<file path="src/rtl/adder_arbiter.sv">
// Shared DATA_WIDTH-bit adder behind a 4-way round-robin arbiter.
// A one-entry output register keeps full throughput while rsp_ready is high.
module adder_arbiter #(
  parameter int DATA_WIDTH = 32,
  parameter int NUM_REQ    = 4
) (
  input  logic                          clk,
  input  logic                          rst_n,
  input  logic [NUM_REQ-1:0]            req_valid,
  output logic [NUM_REQ-1:0]            req_ready,
  input  logic [NUM_REQ*DATA_WIDTH-1:0] req_a,
  input  logic [NUM_REQ*DATA_WIDTH-1:0] req_b,
  input  logic [NUM_REQ-1:0]            req_cin,
  output logic                          rsp_valid,
  input  logic                          rsp_ready,
  output logic [DATA_WIDTH-1:0]         rsp_sum,
  output logic                          rsp_cout,
  output logic [1:0]                    rsp_id,
  output logic [15:0]                   op_count
);

  typedef enum logic {EMPTY, FULL} state_t;

  state_t                              state, state_nxt;
  logic [NUM_REQ-1:0][DATA_WIDTH-1:0]  a_lane, b_lane;
  logic [1:0]                          last_grant, grant_id, cand;
  logic                                grant_vld, space, accept, deliver;
  logic [DATA_WIDTH:0]                 add_res;

  for (genvar i = 0; i < NUM_REQ; i++) begin : g_lane
    assign a_lane[i] = req_a[i*DATA_WIDTH +: DATA_WIDTH];
    assign b_lane[i] = req_b[i*DATA_WIDTH +: DATA_WIDTH];
  end

  // Scan starts one past the last winner; 2-bit wrap gives the 3->0 rotation.
  always_comb begin
    grant_vld = 1'b0;
    grant_id  = last_grant;
    cand      = last_grant;
    for (int k = 1; k <= NUM_REQ; k++) begin
      cand = last_grant + 2'(k);
      if (!grant_vld && req_valid[cand]) begin
        grant_vld = 1'b1;
        grant_id  = cand;
      end
    end
  end

  // Gated by rst_n so no request is ever acknowledged while held in reset.
  assign space   = rst_n && (!rsp_valid || rsp_ready);
  assign accept  = grant_vld && space;
  assign deliver = rsp_valid && rsp_ready;

  always_comb begin
    req_ready = '0;
    if (accept) req_ready[grant_id] = 1'b1;
  end

  assign add_res = {1'b0, a_lane[grant_id]} + {1'b0, b_lane[grant_id]}
                 + {{DATA_WIDTH{1'b0}}, req_cin[grant_id]};

  always_ff @(posedge clk or negedge rst_n) begin
    if (!rst_n) state <= EMPTY;
    else        state <= state_nxt;
  end

  always_comb begin
    state_nxt = state;
    case (state)
      EMPTY: if (accept)              state_nxt = FULL;
      FULL:  if (deliver && !accept)  state_nxt = EMPTY;
      default:                        state_nxt = EMPTY;
    endcase
  end

  always_comb begin
    rsp_valid = (state == FULL);
  end

  always_ff @(posedge clk or negedge rst_n) begin
    if (!rst_n) begin
      rsp_sum    <= '0;
      rsp_cout   <= 1'b0;
      rsp_id     <= '0;
      last_grant <= 2'(NUM_REQ-1);
    end else if (accept) begin
      rsp_sum    <= add_res[DATA_WIDTH-1:0];
      rsp_cout   <= add_res[DATA_WIDTH];
      rsp_id     <= grant_id;
      last_grant <= grant_id;
    end
  end

  always_ff @(posedge clk or negedge rst_n) begin
    if (!rst_n)                              op_count <= '0;
    else if (deliver && op_count != 16'hFFFF) op_count <= op_count + 16'd1;
  end

endmodule

</file>
<file path="config.mk">
export PLATFORM = sky130hd
export DESIGN_NAME = adder_arbiter
export DESIGN_NICKNAME = d
export VERILOG_FILES = /design/src/rtl/adder_arbiter.sv
export SDC_FILE = /design/constraint.sdc
export NUM_CORES = 1
export LEC_CHECK = 0
export CORE_MARGIN = 2
export CORE_UTILIZATION = 37
export DETAILED_ROUTE_END_ITERATION = 6
export GPL_TIMING_DRIVEN = 0
export PLACE_DENSITY = 0.86
export SYNTH_ARGS = -nofsm -noshare
export SYNTH_HDL_FRONTEND = slang
export SYNTH_SLANG_ARGS = --single-unit
</file>
<file path="constraint.sdc">
create_clock -name clk -period 3.92 [get_ports clk]
set_input_delay 0.784 -clock clk [delete_from_list [all_inputs] [get_ports clk]]
set_output_delay 0.784 -clock clk [all_outputs]
set_load 0.02 [all_outputs]
</file>
==> reports/results.ini <==
[die]
num_io_pins=323
die_h_um=131
die_w_um=131
die-area_sq_um=17200
start_util_pct=37.7
coreArea_sq_um=15800
rows=46

[yosys]
synth_area_leaders=dfrtp_1 22%, mux2i_1 11%, a211oi_1 8.7%, a21oi_1 7.7%, nor2b_1 6.8%
synth_cell_type_count=56
yosys_warnings=0
synth_top_area_share_pct=21.8
yosysMostFrequentCell=a21oi_1
syn-num-nets=1053
ys.flop_type=dfrtp_1
ys_top_cells_by_count=92 x a21oi_1, 71 x nand2_1, 69 x a211oi_1, 66 x mux2i_1, 65 x nor2b_1
postSynth.asyncResetShare_pct=100
synth_area_sq_um=5970
yosysTopAreaCell=dfrtp_1
syn_area_per_cell_sq_um=7.94
netlist_instances=752
synth-seq-cells=54
synth_edf_count=0
seq_area_frac_synth_pct=22.7

[critical_path]
timing.rr.start=last_grant[1]$_DFFE_PN1P_
cp_max_fo=7
cp-start-kind=input pin
required_ns=4.07
rrSetupSlack_ns=-0.25
rr_worst_depth=19
setup.worst_path.end_class=flop
crit_chain=buf_4 -> mux2i_1 -> o22ai_2 -> a31oi_4 -> buf_8 -> buf_12 -> mux2_4 -> a21oi_4 -> fa_2 -> inv_2 -> fa_2 -> a21oi_4 -> o21ai_2 -> a21oi_2 -> buf_4 -> nor3_4 -> o211ai_1 -> o311a_1 -> xor2_1 -> o21ai_1
cp_slowest_stage_delay_ns=0.40
rr_endpoint=rsp_sum[24]$_DFFE_PN0P_
worstSetupPathType=in -> reg
cp_slowest_cell=fa_2
arrival_ns=4.33

[drt]
final_antenna_net_count=0
dr_total_vias=7520
vias_per_cell=5.57
first_pass_iters=6
drtIter0Drc=649
wl_per_cell_um=19.8
drcViolationCount=0
wl_um=26700

[cells_and_area]
design_area_sq_um=11000
instances_no_fill=1349
regArea_sq_um=1350
nets=1433
fillers=1193
n_antenna_cell=0
area_growth_pct=83.8
multi_input_area_sq_um=4910
drive_above_1_share_pct=19.1

[flow_run]
cap_viol_max_count=0

[placement]
dpl.hpwl_um=19700
portBuffers=322
gp_congestion=0.941
post_dp_cell_area_sq_um=9570
place_inst=1291

[status]
outcome=complete, but fails checks
violations=negative setup slack

[sta]
fin_crit_ns=4.18
clock_skew_ns=0.00785
setup_viol=18
setup_ws_ns=-0.258
slew_headroom_pct=61.0
timing.final.crit_share_pct=107
rsz0062_at_grt=yes
tightest_slew_ns=0.585
slew_violations=0
setup-tns-final_ns=-2.81
max_freq_mhz=239
finalHoldViolCount=0

[clock_tree]
clkLatencyLatePin_ns=0.29
cts_buffers=5
cts.clk_slew.worst_paths_ns=0.07
h-tree-depth=2
cts_buffer_depth=2
clock-sinks=54
clock-root-buffer=clkbuf_16
cts_tree=built
hold_buffers=0

[pwr]
leakage_nw=4.45
ir_drop_v=0.000312
power_mw=8.19
cellPowerDensity_nw_per_um2=746

[global_routing]
grt_pass1_wl_um=36700
grt_overflow_total=0
grt_usage_pct=27.2
grt_pass1_vias=7027
antenna_found_initial=0
grt_max_degree=33

[hold_path]
hold_class=in -> async

-- cells by family after synthesis --
logic type	Yosys count	synth area share (%)
compound gates	261	27.5
xor+xnor	42	6.16
fa+ha+maj	34	7.37
buf+inv	63	4.84
flops	54	22.7
mux	71	12.0
simple gates	227	19.4
-- metal layers --
metal	vias to the layer above	track usage (%)	wire, um
li1	3528	-	-
met1	3526	35.2	10800
met2	413	48.7	13300
met3	53	3.57	1870
met4	0	5.69	748
met5	-	0	0
-- state kept, by name, indices dropped and copies added (netlist names) --
| signal | cells |
|---|---|
| last_grant | 2 |
| rsp_cout | 1 |
| rsp_sum | 32 |
| op_count | 16 |
| rsp_id | 2 |
| rsp_valid | 1 |
-- power by group --
part	total, mW	internal, mW	switching, mW
Combinational	6.79	3.13	3.67
Sequential	0.921	0.778	0.143
Clock	0.474	0.273	0.201
-- worst max path at each step --
| stage | to | from | slack (ns) | cells after the start |
|---|---|---|---|---|
| floorplan | rsp_sum[30]$_DFFE_PN0P_ | req_valid[2] | -0.07 | 19 |
| global placement | req_ready[1] | rst_n | -2.05 | 7 |
| detailed placement | rsp_sum[28]$_DFFE_PN0P_ | req_valid[3] | -1.77 | 15 |
| CTS | rsp_sum[30]$_DFFE_PN0P_ | req_valid[1] | -0.21 | 19 |
| global route | rsp_sum[24]$_DFFE_PN0P_ | last_grant[1]$_DFFE_PN1P_ | -0.41 | 19 |
| finish | rsp_sum[24]$_DFFE_PN0P_ | req_valid[3] | -0.26 | 20 |
-- final cells by class --
class	instances	share of cell area (%)
clock inverters	1	0.0798
inverters	10	0.410
clock buffers	7	1.39
multi-input cells	635	44.8
repair buffers	378	34.6
well taps	216	2.46
flip-flops and latches	54	12.3
plain buffers	48	3.98
-- stage by stage --
| step | worst slack (ns) | util [%] | hold slack [ns] |
|---|---|---|---|
| global route | -0.411 | 69.4 | 0.442 |
| global placement | -2.05 | 60.4 | 0.462 |
| finish | -0.258 | 69.4 | 0.437 |
| detailed placement | -1.77 | 60.5 | 0.469 |
| floorplan | -0.0714 | - | 0.488 |
| CTS | -0.212 | 64.0 | 0.486 |
-- worst max-delay path, delay by kind of cell --
family / cells / cell delay (ns)
AO/OA/AOI/OAI: 9 / 1.55
buffers and inverters: 5 / 0.65
multiplexers: 2 / 0.48
XOR/XNOR: 1 / 0.17
adder cells (fa/ha/maj): 2 / 0.64
AND/OR/NAND/NOR: 1 / 0.05
-- layout by cell type (no fill, tap or decap), types with 8 or more instances in the layout --
master | synthesis | final
clkdlybuf4s50_1 | 0 | 317
a21oi_1 | 92 | 75
nand2_1 | 71 | 70
nor2b_1 | 65 | 65
mux2i_1 | 66 | 56
a211oi_1 | 69 | 53
dfrtp_1 | 52 | 52
buf_4 | 9 | 45
nor2_1 | 30 | 25
ha_1 | 32 | 25
o21ai_0 | 37 | 24
xor2_1 | 23 | 22
o21ai_1 | 7 | 17
a211oi_2 | 1 | 16
xnor2_1 | 19 | 16
buf_6 | 0 | 16
a21oi_2 | 4 | 14
nand4_1 | 11 | 11
nand3_1 | 10 | 10
buf_12 | 0 | 10
buf_2 | 15 | 9
clkbuf_16 | 0 | 9
o21a_1 | 8 | 8
a21o_1 | 8 | 8
-- timing repair --
| item | 4_1_cts | 5_1_grt |
|---|---|---|
| endpoints found under the setup margin | 36 | 27 |
| cloned | 1 | 4 |
| pin swaps | 27 | 58 |
| buffers inserted | 17 | 33 |
| resized for setup | 79 | 149 |
Power figures use the tool's default switching activity.
